**config.mk**
```make
export PLATFORM = sky130hd
export DESIGN_NAME = zorro2_autoconfig_master
export DESIGN_NICKNAME = d
export VERILOG_FILES = /design/src/rtl/z2_ac_pkg.sv /design/src/rtl/z2_bus_cycle.sv /design/src/rtl/zorro2_autoconfig_master.sv
export SDC_FILE = /design/constraint.sdc
export NUM_CORES = 1
export LEC_CHECK = 0
export ABC_AREA = 1
export CAP_MARGIN = 5
export CORE_MARGIN = 4
export CORE_UTILIZATION = 40
export DETAILED_ROUTE_END_ITERATION = 8
export HOLD_SLACK_MARGIN = 0.12
export PLACE_DENSITY = 0.69
export SKIP_CTS_REPAIR_TIMING = 1
export SYNTH_ARGS = -nofsm -noshare
export SYNTH_HDL_FRONTEND = slang
export SYNTH_SLANG_ARGS = --single-unit
```
**constraint.sdc**
```tcl
create_clock -name CLK -period 4.95 [get_ports CLK]
set_input_delay 0.99 -clock CLK [delete_from_list [all_inputs] [get_ports CLK]]
set_output_delay 0.99 -clock CLK [all_outputs]
set_load 0.05 [all_outputs]
```
**src/rtl/z2_ac_pkg.sv**
```systemverilog
// Shared definitions for the Zorro II AutoConfig initiator: register indices,
// FSM encodings and the size-code decode helpers.
package z2_ac_pkg;

  localparam logic [7:0] AC_TYPE    = 8'h00;
  localparam logic [7:0] AC_SIZE    = 8'h01;
  localparam logic [7:0] AC_BASE_HI = 8'h24;
  localparam logic [7:0] AC_BASE_LO = 8'h25;
  localparam logic [7:0] AC_SHUTUP  = 8'h26;
  localparam logic [7:0] AC_SPACE   = 8'hE8;

  typedef enum logic [3:0] {
    ST_IDLE,
    ST_RD_TYPE,
    ST_RD_SIZE,
    ST_CALC,
    ST_WR_LO,
    ST_WR_HI,
    ST_WR_SHUT,
    ST_NEXT,
    ST_FIN
  } ac_state_e;

  typedef enum logic [1:0] {
    BC_IDLE,
    BC_SETUP,
    BC_STROBE,
    BC_RELEASE
  } bc_state_e;

  // Board size in 64K units
  function automatic logic [7:0] size_units(input logic [2:0] code);
    logic [7:0] u;
    case (code)
      3'd0:    u = 8'd128;
      3'd1:    u = 8'd1;
      3'd2:    u = 8'd2;
      3'd3:    u = 8'd4;
      3'd4:    u = 8'd8;
      3'd5:    u = 8'd16;
      3'd6:    u = 8'd32;
      default: u = 8'd64;
    endcase
    return u;
  endfunction

  function automatic logic size_is_io(input logic [2:0] code);
    return (code == 3'd1) || (code == 3'd2) || (code == 3'd3);
  endfunction

  // An 8M board can only ever sit at $200000, which is not 8M aligned, so it
  // aligns to the 2M granularity of the RAM window instead of its own size.
  function automatic logic [7:0] align_units(input logic [2:0] code);
    return (code == 3'd0) ? 8'd32 : size_units(code);
  endfunction

endpackage

```
**src/rtl/z2_bus_cycle.sv**
```systemverilog
// One 68k-style AutoConfig bus cycle: SETUP, STROBE (until DTACK or timeout),
// RELEASE. ack pulses during RELEASE with rdata/timeout valid.
module z2_bus_cycle
  import z2_ac_pkg::*;
#(
  parameter int TIMEOUT = 63
) (
  input  logic        CLK,
  input  logic        RESET,
  input  logic        req,
  input  logic        rw,
  input  logic [7:0]  idx,
  input  logic [3:0]  wdata,
  output logic        ack,
  output logic [3:0]  rdata,
  output logic        timeout,
  output logic [22:0] ADDR,
  output logic        AS_n,
  output logic        RW,
  output logic [3:0]  DOUT,
  input  logic [3:0]  DIN,
  input  logic        DTACK
);

  localparam int              CNT_W    = $clog2(TIMEOUT + 1);
  localparam logic [CNT_W-1:0] CNT_LAST = CNT_W'(TIMEOUT - 1);

  bc_state_e        state, state_nxt;
  logic [CNT_W-1:0] cnt;
  logic             expired;

  assign expired = (cnt == CNT_LAST);

  always_ff @(posedge CLK or posedge RESET) begin
    if (RESET) state <= BC_IDLE;
    else       state <= state_nxt;
  end

  always_comb begin
    state_nxt = state;
    case (state)
      BC_IDLE:    if (req) state_nxt = BC_SETUP;
      BC_SETUP:   state_nxt = BC_STROBE;
      BC_STROBE:  if (DTACK || expired) state_nxt = BC_RELEASE;
      BC_RELEASE: state_nxt = BC_IDLE;
      default:    state_nxt = BC_IDLE;
    endcase
  end

  always_comb begin
    ack = (state == BC_RELEASE);
  end

  // Strobe is registered from the next state so AS_n is a clean flop output
  always_ff @(posedge CLK or posedge RESET) begin
    if (RESET) begin
      AS_n    <= 1'b1;
      RW      <= 1'b1;
      ADDR    <= '0;
      DOUT    <= 4'hF;
      cnt     <= '0;
      rdata   <= '0;
      timeout <= 1'b0;
    end else begin
      AS_n <= (state_nxt != BC_STROBE);
      if (state == BC_IDLE && req) begin
        ADDR    <= {AC_SPACE, 7'd0, idx};
        RW      <= rw;
        DOUT    <= rw ? 4'hF : wdata;
        timeout <= 1'b0;
      end
      if (state == BC_SETUP) begin
        cnt <= '0;
      end else if (state == BC_STROBE) begin
        if (DTACK)        rdata   <= DIN;
        else if (expired) timeout <= 1'b1;
        else              cnt     <= cnt + 1'b1;
      end
    end
  end

endmodule

```
**src/rtl/zorro2_autoconfig_master.sv**
```systemverilog
// Zorro II AutoConfig initiator: walks the $E8 config chain, allocates each
// board a size-aligned base in the RAM or I/O window, or shuts it up.
module zorro2_autoconfig_master
  import z2_ac_pkg::*;
#(
  parameter int         MAX_BOARDS = 4,
  parameter logic [7:0] RAM_LO     = 8'h20,
  parameter logic [7:0] RAM_HI     = 8'hA0,
  parameter logic [7:0] IO_LO      = 8'hE9,
  parameter logic [7:0] IO_HI      = 8'hF0,
  parameter int         TIMEOUT    = 63
) (
  input  logic        CLK,
  input  logic        RESET,
  input  logic        start,
  output logic        busy,
  output logic        done,
  output logic        error,
  output logic [22:0] ADDR,
  output logic        AS_n,
  output logic        RW,
  output logic [3:0]  DOUT,
  input  logic [3:0]  DIN,
  input  logic        DTACK,
  output logic        cfg_valid,
  output logic [7:0]  cfg_base,
  output logic [2:0]  cfg_size,
  output logic        cfg_shut,
  output logic [2:0]  board_count
);

  ac_state_e  state, state_nxt;

  logic       bc_req, bc_rw, bc_ack, bc_timeout;
  logic [7:0] bc_idx;
  logic [3:0] bc_wdata, bc_rdata;

  logic [7:0] ram_ptr, io_ptr, next_ptr;
  logic       win_io, last_board;
  logic [7:0] ptr, win_hi, units, al;
  logic [8:0] al_mask, calc_aligned;
  logic [9:0] calc_end;
  logic       calc_fit;

  z2_bus_cycle #(.TIMEOUT(TIMEOUT)) u_bus (
    .CLK     (CLK),
    .RESET   (RESET),
    .req     (bc_req),
    .rw      (bc_rw),
    .idx     (bc_idx),
    .wdata   (bc_wdata),
    .ack     (bc_ack),
    .rdata   (bc_rdata),
    .timeout (bc_timeout),
    .ADDR    (ADDR),
    .AS_n    (AS_n),
    .RW      (RW),
    .DOUT    (DOUT),
    .DIN     (DIN),
    .DTACK   (DTACK)
  );

  // Allocation: 9-bit arithmetic so a carry past $FF reads as no-fit
  always_comb begin
    win_io       = size_is_io(cfg_size);
    ptr          = win_io ? io_ptr : ram_ptr;
    win_hi       = win_io ? IO_HI : RAM_HI;
    units        = size_units(cfg_size);
    al           = align_units(cfg_size);
    al_mask      = {1'b0, al} - 9'd1;
    calc_aligned = ({1'b0, ptr} + al_mask) & ~al_mask;
    calc_end     = {1'b0, calc_aligned} + {2'b00, units};
    calc_fit     = !calc_aligned[8] && (calc_end <= {2'b00, win_hi});
    last_board   = ({1'b0, board_count} + 4'd1) == 4'(MAX_BOARDS);
  end

  always_ff @(posedge CLK or posedge RESET) begin
    if (RESET) state <= ST_IDLE;
    else       state <= state_nxt;
  end

  always_comb begin
    state_nxt = state;
    case (state)
      ST_IDLE:    if (start) state_nxt = ST_RD_TYPE;
      ST_RD_TYPE: if (bc_ack) state_nxt = (bc_timeout || bc_rdata[3:2] != 2'b11) ? ST_FIN : ST_RD_SIZE;
      ST_RD_SIZE: if (bc_ack) state_nxt = bc_timeout ? ST_FIN : ST_CALC;
      ST_CALC:    state_nxt = calc_fit ? ST_WR_LO : ST_WR_SHUT;
      ST_WR_LO:   if (bc_ack) state_nxt = bc_timeout ? ST_FIN : ST_WR_HI;
      ST_WR_HI:   if (bc_ack) state_nxt = bc_timeout ? ST_FIN : ST_NEXT;
      ST_WR_SHUT: if (bc_ack) state_nxt = bc_timeout ? ST_FIN : ST_NEXT;
      ST_NEXT:    state_nxt = last_board ? ST_FIN : ST_RD_TYPE;
      ST_FIN:     state_nxt = ST_IDLE;
      default:    state_nxt = ST_IDLE;
    endcase
  end

  always_comb begin
    busy      = (state != ST_IDLE) && (state != ST_FIN);
    cfg_valid = (state == ST_NEXT);
    bc_req    = 1'b0;
    bc_rw     = 1'b1;
    bc_idx    = AC_TYPE;
    bc_wdata  = 4'hF;
    case (state)
      ST_RD_TYPE: bc_req = 1'b1;
      ST_RD_SIZE: begin bc_req = 1'b1; bc_idx = AC_SIZE; end
      ST_WR_LO:   begin bc_req = 1'b1; bc_rw = 1'b0; bc_idx = AC_BASE_LO; bc_wdata = cfg_base[3:0]; end
      ST_WR_HI:   begin bc_req = 1'b1; bc_rw = 1'b0; bc_idx = AC_BASE_HI; bc_wdata = cfg_base[7:4]; end
      ST_WR_SHUT: begin bc_req = 1'b1; bc_rw = 1'b0; bc_idx = AC_SHUTUP; end
      default:    ;
    endcase
  end

  always_ff @(posedge CLK or posedge RESET) begin
    if (RESET) begin
      ram_ptr     <= RAM_LO;
      io_ptr      <= IO_LO;
      next_ptr    <= '0;
      board_count <= '0;
      done        <= 1'b0;
      error       <= 1'b0;
      cfg_base    <= '0;
      cfg_size    <= '0;
      cfg_shut    <= 1'b0;
    end else begin
      case (state)
        ST_IDLE: if (start) begin
          ram_ptr     <= RAM_LO;
          io_ptr      <= IO_LO;
          board_count <= '0;
          done        <= 1'b0;
          error       <= 1'b0;
        end
        ST_RD_SIZE: if (bc_ack && !bc_timeout) cfg_size <= bc_rdata[2:0];
        ST_CALC: begin
          cfg_base <= calc_fit ? calc_aligned[7:0] : 8'h00;
          cfg_shut <= !calc_fit;
          next_ptr <= calc_end[7:0];
        end
        // Writing the high nibble commits the board, so only then advance
        ST_WR_HI: if (bc_ack && !bc_timeout) begin
          if (win_io) io_ptr  <= next_ptr;
          else        ram_ptr <= next_ptr;
        end
        ST_NEXT: board_count <= board_count + 3'd1;
        default: ;
      endcase
      if (bc_ack && bc_timeout && state != ST_RD_TYPE) error <= 1'b1;
      if (state != ST_FIN && state_nxt == ST_FIN)    done  <= 1'b1;
    end
  end

endmodule

```
==> impl_metrics.tcl, run 1 <==
set metrics [dict create \
    outcome "completed" \
    startpoint_type "flop" \
    final_worst_path_setup_slack_ns 0.390 \
    synth_top_family_by_area "simple AND/OR/NAND/NOR gates" \
    dpl.hpwl_mm 7.78 \
    nFillCells 1018 \
    drt-pass1-iter-count 4 \
    synth.yosys.warnings 0 \
    combinationalPowerShare 0.538 \
    drt_iter0_markers 227 \
    numCtsBuffers 9 \
    finalWeightedCongestion 0.929 \
    initial_core_utilization 0.415 \
    synthSimpleGateAreaFrac 0.262 \
    timing.critical_path.fanout_max 7 \
    grt-ovfl-total 0 \
    design_power_total_uw 3150 \
    finalHoldViolations 0 \
    largest_net_degree_at_the_start_of_global_routing 48 \
    antenna-diode-count 0 \
    wire_per_inst_um 14.0 \
    chipHeight_um 112 \
    final_core_utilization 0.485 \
    power_switching_uw 1500 \
    drc_errors 0 \
    synthesis.instances 531 \
    regToRegSetupSlack_ns 0.39 \
    grtUsageTotal 0.163 \
    synth.ff_latch_count 68 \
    placement_rows 37 \
    netlist.area_leader.share 0.324 \
    ctsHtreeMaxLevel 3 \
    grt_antenna_before_repair 0 \
    critical_path_class "flop to flop" \
    crit_path_end_kind "flop" \
    synthMostInstantiatedCell "nand2_1" \
    synth.area.mux_share 0.00521 \
    synthDistinctLibCells 55 \
    power.internal_uw 1650 \
    via_count 3589 \
    clock_tree_from_tritoncts "yes" \
    most_frequent_cells_after_synthesis "nand2_1, inv_1, dfrtp_1" \
    rsz_0062_raised_after_global_routing "false" \
    instances_no_fill 715 \
    final.period_utilization 0.921 \
    area.growth.synth_to_final_pct 17.0 \
    crit_required_ns 5.17 \
    tightest_slew_ns 0.973 \
    placed_cells_incl_taps 698 \
    coreArea_sq_mm 0.0104 \
    post_synth_main_area_contributors "dfrtp_1, nand2_1, ha_1, dfstp_2, inv_1" \
    worst_slew_margin_rel 0.351 \
    grt_pass1_vias 3512 \
    drive_gt1_frac 0.142 \
    die_area_sq_mm 0.0125 \
    power.density_mw_per_mm2 623 \
    clk_transition_reported_paths_ns 0.07 \
    synth_area_per_cell_sq_um 8.13 \
    synth_xor_xnor_area_share 0.0142 \
    synthesis.area_sq_mm 0.00432 \
    antenna_violating_nets_post_route 0 \
    die_w_um 112 \
    synth-edff-count 0 \
    synth_adder_area_share 0.0846 \
    power.static_leakage_uw 0.00256 \
    worst_ep_arrival_time_ns 4.78 \
    timing.clock.skew_ns 0.00630 \
    post-route-min-period_ns 4.56 \
    final_nets 610 \
    report.final.setup_viol 0 \
    power_switching_share 0.475 \
    io_pins 56 \
    synthFlopType "dfrtp_1" \
    holdCritPathClass "flop to flop" \
    synth_seq_area_share 0.397 \
    power_frac_clock 0.178 \
    grt_pass1_wl_mm 16.8 \
    sequentialPowerShare 0.283 \
    synthesized_area_fraction_occupied_by_ao_oa_aoi_and_oai_cells 0.130 \
    cap_violations 0 \
    max_buffers_root_to_sink 2 \
    placement.setup.worst_slack_ns 0.130 \
    synth-async-reset-ratio 1.00 \
    place.port_buffers 40 \
    cts.root.buffer_cell "clkbuf_8" \
    drt-total-wl_mm 10.0 \
    drv_slew 0 \
    fin_tns_setup_ns 0 \
    route.detailed.vias_per_inst 5.02 \
    clock_sink_count 68 \
    irDropWorstVdd_mv 0.382 \
    clkLatencyLatePin_ns 0.34 \
    fmax_mhz 219 \
    synthDominantAreaCellType "dfrtp_1" \
]
area by class of cell:
cell class                      instances  area [sq um]  area share
Tap cell                              136           170      0.0337
Inverter                               70           280      0.0554
Timing Repair Buffer                   42           415      0.0822
Multi-Input combinational cell        383          2220       0.439
Clock inverter                          6           111      0.0220
Sequential cell                        68          1720       0.340
Clock buffer                           10           138      0.0272
critical path: stages (launching register included):
cell and delay (ns):
dfrtp_2 0.49, inv_2 0.17, nand3_2 0.15, ha_1 0.24, inv_1 0.15, xor2_2 0.19
inv_1 0.06, ha_1 0.33, a21o_1 0.20, inv_1 0.08, o21ai_1 0.08, or2_1 0.21
nand3_1 0.13, inv_1 0.06, ha_1 0.34, a21oi_1 0.17, nand2_1 0.10, nand3_1 0.11
nand2_1 0.07, xor2_1 0.16, ha_1 0.30, nand4_1 0.09, nor2_1 0.10, nand2_1 0.07
nand3_2 0.15, nand2_1 0.07, nand2_1 0.08, nand3_1 0.09
metrics by stage:
stage	hold slack (ns)	area, sq um
4_1_cts	0.474	5030
6_report	0.472	5050
3_5_place_dp	0.458	4780
2_1_floorplan	0.442	4380
5_1_grt	0.485	5050
3_3_place_gp	0.459	4780
registers in the layout, indices dropped and copies added (netlist names), 2 cells and up:
| name | flops |
|---|---|
| u_bus.state | 2 |
| ram_ptr | 8 |
| cfg_size | 3 |
| cfg_base | 8 |
| u_bus.cnt | 6 |
| next_ptr | 8 |
| board_count | 3 |
| io_ptr | 8 |
| state | 4 |
| u_bus.DOUT | 4 |
| u_bus.ADDR | 4 |
| u_bus.rdata | 4 |
path summary, 6_finish.rpt:
path / cells after the start / start / endpoint
max in group asynchronous: 3 / RESET / io_ptr[6]
worst max register to register: 27 / cfg_size[2] / state[1]
min in group asynchronous: 2 / RESET / u_bus.cnt[3]
worst min register to register: 2 / io_ptr[1] / io_ptr[1]
worst max-delay path: 27 / cfg_size[2] / state[1]
worst min-delay path: 2 / io_ptr[1] / io_ptr[1]
cells in the final DEF, fill, tap and decap left out, types with 4 or more instances in the layout:
master,netlist,layout
conb_1,1,16
nand2_2,4,4
o21ai_1,20,20
clkbuf_8,0,10
a21oi_1,12,12
o21ai_2,4,4
nor3_1,5,4
ha_1,26,26
a41oi_1,5,5
nand2_1,136,136
dfrtp_1,56,54
nor2_1,38,38
nand4_1,10,10
xor2_1,5,4
clkdlybuf4s50_1,0,40
nand3_1,31,31
inv_2,7,8
inv_1,57,56
dfstp_2,12,12
nand2_4,5,5
o21ai_0,19,19
routing by layer:
| layer | track usage | up-vias | wire, um |
|---|---|---|---|
| li1 | - | 1798 | - |
| met1 | 0.213 | 1680 | 4580 |
| met2 | 0.269 | 96 | 4740 |
| met3 | 0.0348 | 15 | 492 |
| met4 | 0.0560 | 0 | 182 |
| met5 | 0 | - | 0 |
power by group through the flow:
| stage | combinational, uW | clock [uW] | sequential [uW] |
|---|---|---|---|
| 4_1_cts | 1690 | 574 | 889 |
| 3_5_place_dp | 1680 | 0 | 896 |
| 3_3_place_gp | 1660 | 0 | 889 |
| 6_report | 1700 | 562 | 892 |
| 5_1_grt | 1880 | 599 | 912 |
| 2_1_floorplan | 1110 | 0 | 1060 |
logic make-up (layout without fill, tap and decap cells):
| logic type | after synthesis | in the layout |
|---|---|---|
| compound gates | 84 | 84 |
| xor+xnor | 7 | 7 |
| fa+ha+maj | 28 | 28 |
| buf+inv | 95 | 128 |
| flops | 68 | 68 |
| mux | 2 | 2 |
| other cells | 1 | 16 |
| simple gates | 246 | 246 |
(Power assumes the default switching activity.)
==> run 2, diff against run 1 <==
--- a/config.mk
+++ b/config.mk
@@ -7,11 +7,13 @@
 export LEC_CHECK = 0
 export ABC_AREA = 1
 export CAP_MARGIN = 5
+export CELL_PAD_IN_SITES_DETAIL_PLACEMENT = 1
+export CELL_PAD_IN_SITES_GLOBAL_PLACEMENT = 2
 export CORE_MARGIN = 4
-export CORE_UTILIZATION = 40
+export CORE_UTILIZATION = 33
 export DETAILED_ROUTE_END_ITERATION = 8
 export HOLD_SLACK_MARGIN = 0.12
-export PLACE_DENSITY = 0.69
+export PLACE_DENSITY = 0.88
 export SKIP_CTS_REPAIR_TIMING = 1
 export SYNTH_ARGS = -nofsm -noshare
 export SYNTH_HDL_FRONTEND = slang
==> run 2 against run 1 <==
Effect of this change: clock-buffer cell count is 1 higher; clock power rose by 37%; cell count up 5.2%; largest power group unchanged; largest cell class unchanged; design area up 4.1%.
==> impl_metrics.tcl, run 2 (synthesis results as in run 1) <==
set metrics [dict create \
    finalWeightedCongestion 0.880 \
    antenna_violating_nets_post_route 0 \
    hp-start "io_ptr[1]" \
    area.growth.synth_to_final_pct 21.8 \
    timing.critical_path.fanout_max 7 \
    power.static_leakage_uw 0.00261 \
    drt-total-wl_mm 12.1 \
    hold_crit_depth 2 \
    drt-pass1-iter-count 4 \
    io_pins 56 \
    clkLatencyLatePin_ns 0.33 \
    crit_path_end_kind "flop" \
    cts.root.buffer_cell "clkbuf_16" \
    ctsHtreeMaxLevel 3 \
    mostFrequentLayoutCell "nand2_1" \
    dpl-instance-area_sq_mm 0.00483 \
    rr_worst_depth 27 \
    placement_rows 41 \
    route.detailed.vias_per_inst 4.86 \
    clock_tree_from_tritoncts "yes" \
    power.density_mw_per_mm2 658 \
    report.final.setup_viol 0 \
    crit_required_ns 5.15 \
    max_buffers_root_to_sink 2 \
    drt_iter0_markers 171 \
    holdCritPathClass "flop to flop" \
    outcome "completed" \
    grt_pass1_wl_mm 19.9 \
    fmax_mhz 224 \
    via_count 3651 \
    worst_ep_arrival_time_ns 4.67 \
    rsz_0062_raised_after_global_routing "false" \
    grt-ovfl-total 0 \
    post-route-min-period_ns 4.46 \
    dpl.hpwl_mm 9.24 \
    instances_no_fill 752 \
    wire_per_inst_um 16.1 \
    numCtsBuffers 9 \
    chipHeight_um 122 \
    final.period_utilization 0.902 \
    nFillCells 1552 \
    postLayoutCellArea_sq_mm 0.00526 \
    drv_slew 0 \
    grt_antenna_before_repair 0 \
    fin_tns_setup_ns 0 \
    most_frequent_cells_in_the_layout "nand2_1, inv_1, dfrtp_1" \
    die_w_um 122 \
    grtUsageTotal 0.170 \
    die_area_sq_mm 0.0150 \
    final_nets 611 \
    coreArea_sq_mm 0.0127 \
    startpoint_type "flop" \
    place.port_buffers 40 \
    cap_violations 0 \
    finalHoldViolations 0 \
    initial_core_utilization 0.339 \
    clock_sink_count 68 \
    placed_cells_incl_taps 735 \
    grt_pass1_vias 3910 \
    drive_gt1_frac 0.152 \
    largest_net_degree_at_the_start_of_global_routing 41 \
    drc_errors 0 \
    tightest_slew_ns 0.868 \
    timing.clock.skew_ns 0.00699 \
    design_power_total_uw 3460 \
    startpoint "cfg_size[2]" \
    critical_path.reg2reg.startpoint "cfg_size[2]" \
    clk_transition_reported_paths_ns 0.06 \
    antenna-diode-count 0 \
    regToRegSetupSlack_ns 0.49 \
    critical_path_class "flop to flop" \
    worst_slew_margin_rel 0.420 \
    irDropWorstVdd_mv 0.224 \
]
## run 2: worst paths after layout
check,end
max,state[1]
min,io_ptr[1]
max reg2reg,state[1]
min reg2reg,io_ptr[1]
max in group asynchronous,io_ptr[7]
min in group asynchronous,u_bus.rdata[1]
## run 2: cell type report
cell class	count	area (sq um)	share of cell area
clock buffers	11	253	0.0480
clock inverters	5	106	0.0202
inverters	70	283	0.0537
multi-input cells	383	2260	0.430
flip-flops and latches	68	1720	0.327
well taps	172	215	0.0409
repair buffers	43	423	0.0804
## run 2: per-layer routing
layer	vias to the layer above	GRT usage	wire, um	share of wire
met3	17	0.0364	372	0.031
met1	1773	0.216	5410	0.45
met5	-	0	0	0
met2	64	0.298	6170	0.51
met4	0	0.0392	189	0.016
li1	1797	-	-	-
## run 2: power by group
| group | internal, uW | switching, uW | leakage (uW) |
|---|---|---|---|
| registers | 755 | 136 | 0.000860 |
| logic | 569 | 1230 | 0.00158 |
| clock network | 521 | 249 | 0.000172 |
| total | 1850 | 1620 | 0.00261 |
## run 2: critical path: stages, from the launching register on
cell and delay [ns]:
dfrtp_2 0.49, inv_4 0.13, nand3_2 0.15, ha_1 0.26, inv_2 0.10, xor2_2 0.21, inv_1 0.11, ha_4 0.24
a21o_1 0.17, inv_1 0.08, o21ai_1 0.08, or2_1 0.21, nand3_1 0.12, inv_1 0.06, ha_1 0.34, a21oi_1 0.17
nand2_1 0.11, nand3_2 0.10, nand2_1 0.08, xor2_1 0.17, ha_1 0.31, nand4_1 0.09, nor2_1 0.10, nand2_1 0.09
nand3_4 0.14, nand2_1 0.07, nand2_1 0.09, nand3_1 0.08
## run 2: through the flow
stage,setup WS [ns],hold slack [ns],util
floorplan,0.390,0.442,-
global placement,0.465,0.456,0.380
detailed placement,0.296,0.466,0.380
CTS,0.173,0.479,0.408
global route,0.0200,0.510,0.414
finish,0.486,0.474,0.414
